==> src/rtl/uart_pkg.sv <==
// uart_pkg: constants and FSM encoding shared by the UART transmitter and receiver.
package uart_pkg;
   localparam int DATA_BITS        = 8;
   localparam int CLKS_PER_BIT_DEF = 868;
   typedef enum logic [2:0] {IDLE, START, DATA, PARITY, STOP} rx_state_e;
endpackage

==> src/rtl/sync_2ff.sv <==
// sync_2ff: multi-flop synchroniser for an asynchronous single-bit input.
module sync_2ff #(
   parameter int   STAGES  = 2,
   parameter logic RST_VAL = 1'b1
) (
   input  logic clk,
   input  logic rst_n,
   input  logic d,
   output logic q
);
   logic [STAGES-1:0] sync_q, sync_d;
   always_comb sync_d = {sync_q[STAGES-2:0], d};
   always_ff @(posedge clk or negedge rst_n)
      if (!rst_n) sync_q <= {STAGES{RST_VAL}};
      else        sync_q <= sync_d;
   assign q = sync_q[STAGES-1];
endmodule

==> src/rtl/uart_rx.sv <==
// uart_rx: 8-bit UART receiver, optional even parity, valid/ready holding register.
module uart_rx
   import uart_pkg::*;
#(
   parameter int CLKS_PER_BIT = CLKS_PER_BIT_DEF,
   parameter bit PARITY_EN    = 1'b0,
   parameter int SYNC_STAGES  = 2
) (
   input  logic       clk_uart,
   input  logic       areset_uart,
   input  logic       rx,
   output logic [7:0] rx_data,
   output logic       rx_valid,
   input  logic       rx_ready,
   output logic       frame_err,
   output logic       parity_err,
   output logic       overrun,
   output logic       busy
);
   localparam int CW = $clog2(CLKS_PER_BIT);
   localparam logic [CW-1:0] FULL = CW'(CLKS_PER_BIT - 1);
   localparam logic [CW-1:0] HALF = CW'(CLKS_PER_BIT / 2 - 1);

   rx_state_e            state_q, state_d;
   logic [CW-1:0]        cnt_q, cnt_d;
   logic [2:0]           idx_q, idx_d;
   logic [DATA_BITS-1:0] shift_q, shift_d, data_q, data_d;
   logic                 par_q, par_d, prev_q, valid_q, valid_d;
   logic                 ferr_q, ferr_d, perr_q, perr_d, ovr_q, ovr_d;
   logic                 rxs, fall, commit, hs;

   sync_2ff #(.STAGES(SYNC_STAGES), .RST_VAL(1'b1)) u_sync (
      .clk(clk_uart), .rst_n(areset_uart), .d(rx), .q(rxs)
   );

   // prev_q tracks rxs in every state, so a line still low when IDLE is re-entered never counts as an edge
   assign fall = prev_q & ~rxs;

   always_comb begin
      state_d = state_q;
      cnt_d   = cnt_q - CW'(1);
      idx_d   = idx_q;
      shift_d = shift_q;
      par_d   = par_q;
      commit  = 1'b0;
      case (state_q)
         IDLE: if (fall) begin
            state_d = START;
            cnt_d   = HALF;
         end
         START: if (cnt_q == '0) begin
            state_d = rxs ? IDLE : DATA;
            cnt_d   = FULL;
            idx_d   = '0;
            par_d   = 1'b0;
         end
         DATA: if (cnt_q == '0) begin
            shift_d = {rxs, shift_q[DATA_BITS-1:1]};
            cnt_d   = FULL;
            idx_d   = idx_q + 3'd1;
            if (idx_q == 3'(DATA_BITS - 1)) state_d = PARITY_EN ? PARITY : STOP;
         end
         PARITY: if (cnt_q == '0) begin
            par_d   = ^shift_q ^ rxs;
            cnt_d   = FULL;
            state_d = STOP;
         end
         STOP: if (cnt_q == '0) begin
            commit  = 1'b1;
            state_d = IDLE;
         end
         default: state_d = IDLE;
      endcase
   end

   always_comb begin
      hs      = valid_q & rx_ready;
      valid_d = commit | (valid_q & ~rx_ready);
      data_d  = commit ? shift_q : data_q;
      ferr_d  = commit ? ~rxs : ferr_q;
      perr_d  = commit ? (PARITY_EN & par_q) : perr_q;
      ovr_d   = (commit & valid_q & ~hs) | (ovr_q & ~hs);
   end

   always_ff @(posedge clk_uart or negedge areset_uart)
      if (!areset_uart) begin
         state_q <= IDLE;
         cnt_q   <= '0;
         idx_q   <= '0;
         shift_q <= '0;
         par_q   <= 1'b0;
         prev_q  <= 1'b1;
         data_q  <= '0;
         valid_q <= 1'b0;
         ferr_q  <= 1'b0;
         perr_q  <= 1'b0;
         ovr_q   <= 1'b0;
      end else begin
         state_q <= state_d;
         cnt_q   <= cnt_d;
         idx_q   <= idx_d;
         shift_q <= shift_d;
         par_q   <= par_d;
         prev_q  <= rxs;
         data_q  <= data_d;
         valid_q <= valid_d;
         ferr_q  <= ferr_d;
         perr_q  <= perr_d;
         ovr_q   <= ovr_d;
      end

   assign rx_data    = data_q;
   assign rx_valid   = valid_q;
   assign frame_err  = ferr_q;
   assign parity_err = perr_q;
   assign overrun    = ovr_q;
   assign busy       = state_q != IDLE;
endmodule

==> config.mk <==
export PLATFORM = sky130hd
export DESIGN_NAME = uart_rx
export DESIGN_NICKNAME = d
export VERILOG_FILES = /design/src/rtl/uart_pkg.sv /design/src/rtl/sync_2ff.sv /design/src/rtl/uart_rx.sv
export SDC_FILE = /design/constraint.sdc
export NUM_CORES = 1
export LEC_CHECK = 0
export CAP_MARGIN = 30
export CORE_AREA = 2 2 52 63
export DETAILED_ROUTE_END_ITERATION = 7
export DIE_AREA = 0 0 54 65
export PLACE_DENSITY = 0.91
export SETUP_SLACK_MARGIN = 0.1
export SYNTH_ARGS = -nofsm -noshare
export SYNTH_HDL_FRONTEND = slang
export SYNTH_SLANG_ARGS = --single-unit
==> constraint.sdc <==
create_clock -name clk_uart -period 3 [get_ports clk_uart]
set_clock_uncertainty 0.2 [all_clocks]
set_input_delay 0.6 -clock clk_uart [delete_from_list [all_inputs] [get_ports clk_uart]]
set_output_delay 0.6 -clock clk_uart [all_outputs]
set_load 0.1 [all_outputs]
==> flow_metrics.tcl <==
set metrics [dict create \
    postRouteAntennaNets 0 \
    drt_wl_total_um 2965 \
    max_freq_ghz 0.4200 \
    setup_viol 0 \
    die_x_um 54 \
    core_area_mm2 0.002973 \
    avgSynthCellArea_um2 12.68 \
    syn_area_mm2 0.001648 \
    powerDensity_mw_per_mm2 642.1 \
    numCtsBuffers 5 \
    async_flop_share_pct 100.0 \
    layout.filler_cells 219 \
    worst_pin_slew_ps 674.8 \
    ys.warnings.count 0 \
    max_slew_margin_pct 54.60 \
    antenna_found_initial 0 \
    crit_start "cnt_q[0]" \
    grt_pass1_vias 1066 \
    cts_resized 0 \
    outcome "complete, no violations" \
    start_util_pct 55.43 \
    drt-wirelength-per-cell_um 16.03 \
    synth_ff_type "dfrtp_1" \
    cts_setup_buffers 0 \
    final.setup.tns_ps 0 \
    grt_max_degree 39 \
    area_delta_synth_final_pct 13.21 \
    die-area_mm2 0.003510 \
    drc 0 \
    arrival_ps 2400 \
    drt_iter0_drc 15 \
    yosysSeqAreaShare_pct 57.93 \
    grt_pass1_wl_um 5016 \
    diodes 0 \
    dp_hpwl_um 2226 \
    gr-usage-all-layers_pct 20.22 \
    drive_gt1_share_pct 30.87 \
    firstDrtPassIters 5 \
    grt_overflow_total 0 \
    htree_levels 2 \
    power_mw 1.198 \
    viasPerCell 5.724 \
    finalHoldViolCount 0 \
    clk_latency_ps 350 \
    min_from "u_sync.sync_q[0]" \
    rows 22 \
    cts.sinks 38 \
    ir_worst_vdd_v 0.0004585 \
    die_y_um 65 \
    clkTransAtPathRegs_ps 100 \
    power_leakage_nw 0.8694 \
    critPathLaunchType "flip-flop" \
    crit_fanout 11 \
    synth_edf_count 0 \
    fin_crit_ps 2381 \
    drv_slew 0 \
    cap_violations 0 \
    ys_types 40 \
    yosys.area.top_type "dfrtp_1" \
    fin_nets 155 \
    worstHoldPathType "flip-flop to flip-flop" \
    post-route-period-util_pct 79.36 \
    critPathSlowestCell "nor2_2" \
    gp_congestion 0.8579 \
    synth.area.top_cells "dfrtp_1, mux2_2, dfstp_2" \
    ctsHoldBuffers 0 \
    timing.rr.start "cnt_q[0]" \
    rsz0062_at_grt "false" \
    cts_tree "yes" \
    cp.required_ps 3020 \
    yosys.area.top_type_share_pct 53.15 \
    syn_inst 130 \
    vias 1059 \
    root_buffer "clkbuf_4" \
    ys_ff_latch 38 \
    syn_nets 137 \
    path_cells "inv_1, ha_1, nor4b_2, nand2_1, nor2_2, mux2_2" \
    end_kind "flip-flop" \
    path_class "flip-flop to flip-flop" \
    io_buffers 15 \
    clockBufferDepth 2 \
    critPathMaxStageDelay_ps 470 \
    ios 17 \
]
logic make-up (layout without fill, tap and decap cells):
| family | count (synthesis) | after routing | synth area share [%] |
|---|---|---|---|
| buffers and inverters | 8 | 27 | 2.733 |
| other | 1 | 1 | 0.2276 |
| muxes | 18 | 18 | 12.30 |
| AOI/OAI and AO/OA | 18 | 18 | 7.061 |
| and+or+nand+nor | 39 | 39 | 14.81 |
| xor gates and xnor gates | 5 | 5 | 2.657 |
| adders and majority gates | 3 | 3 | 2.278 |
| DFF | 38 | 38 | 57.93 |
critical path: cells and delay by family (launching register included):
family | cells | cell delay, ps
multiplexers | 1 | 390
adder cells (fa/ha/maj) | 1 | 210
AND/OR/NAND/NOR | 3 | 980
buffers and inverters | 1 | 70
flip-flops | 1 | 420
where the power goes:
group          leakage (nW)  switching, mW  internal (mW)
registers             0.490         0.0825          0.572
clock network        0.0385          0.160          0.176
logic                 0.341          0.121         0.0863
final cells by class:
cell class / count / area [µm²] / area share, %
clock buffers: 6 / 41.29 / 2.213
inverters: 3 / 11.26 / 0.6036
repair buffers: 16 / 127.6 / 6.841
clock inverters: 2 / 37.54 / 2.012
flip-flops and latches: 38 / 954.7 / 51.17
well taps: 36 / 45.04 / 2.414
multi-input cells: 84 / 648.1 / 34.74
sequential cells by signal (all words and copies together) (netlist names):
name	cells
idx_q	3
rx_data	8
rx_valid	1
state_q	3
prev_q	1
overrun	1
shift_q	8
frame_err	1
cnt_q	10
u_sync.sync_q	2
layout by cell type (no fill, tap or decap), types with 2 or more instances in the layout:
cell / instances
nand3_1: 2
buf_4: 13
a21boi_0: 2
dfstp_2: 3
nand2b_1: 2
a22o_1: 2
nor3_1: 3
clkdlybuf4s50_1: 3
xnor2_1: 5
or3_1: 2
and2_1: 2
nand2_1: 7
dfrtp_1: 35
ha_1: 3
a21oi_1: 3
nor4_1: 2
nor2_1: 8
mux2_2: 17
o21ai_0: 6
clkbuf_4: 5
inv_1: 3
per-stage QoR:
stage	hold slack (ps)	std cells	setup slack (ps)	utilization, %	area [µm²]
final	168.5	185	619.3	62.75	1866
after detailed placement	150.0	177	603.3	60.10	1787
after global placement	147.4	177	739.0	60.10	1787
after CTS	170.1	185	591.5	62.75	1866
after global routing	174.7	185	444.1	62.75	1866
after floorplan	104.4	130	993.2	-	1648
layer usage:
metal / wire [µm] / vias to the layer above / global-route usage (%)
met2: 1619 / 28 / 32.32
met4: 63 / 0 / 6.875
li1: - / 497 / -
met1: 1173 / 528 / 25.91
met3: 108 / 6 / 5.991
met5: 0 / - / 0
final timing paths:
check	to	slack, ps	depth (start not counted)
min	u_sync.sync_q[1]	170	0
min in group asynchronous	cnt_q[4]	460	2
max	shift_q[0]	620	6
max reg2reg	shift_q[0]	620	6
max in group asynchronous	u_sync.sync_q[0]	1790	2
min reg2reg	u_sync.sync_q[1]	170	0
synth_stat cells, types with 3 or more instances:
cell type and n:
dfrtp_1 35, a21oi_1 3, ha_1 3, xnor2_1 5
dfstp_2 3, nor2_1 8, o21ai_0 6, inv_1 3
mux2_2 17, nor3_1 3, nand2_1 7
(Power assumes the default switching activity.)
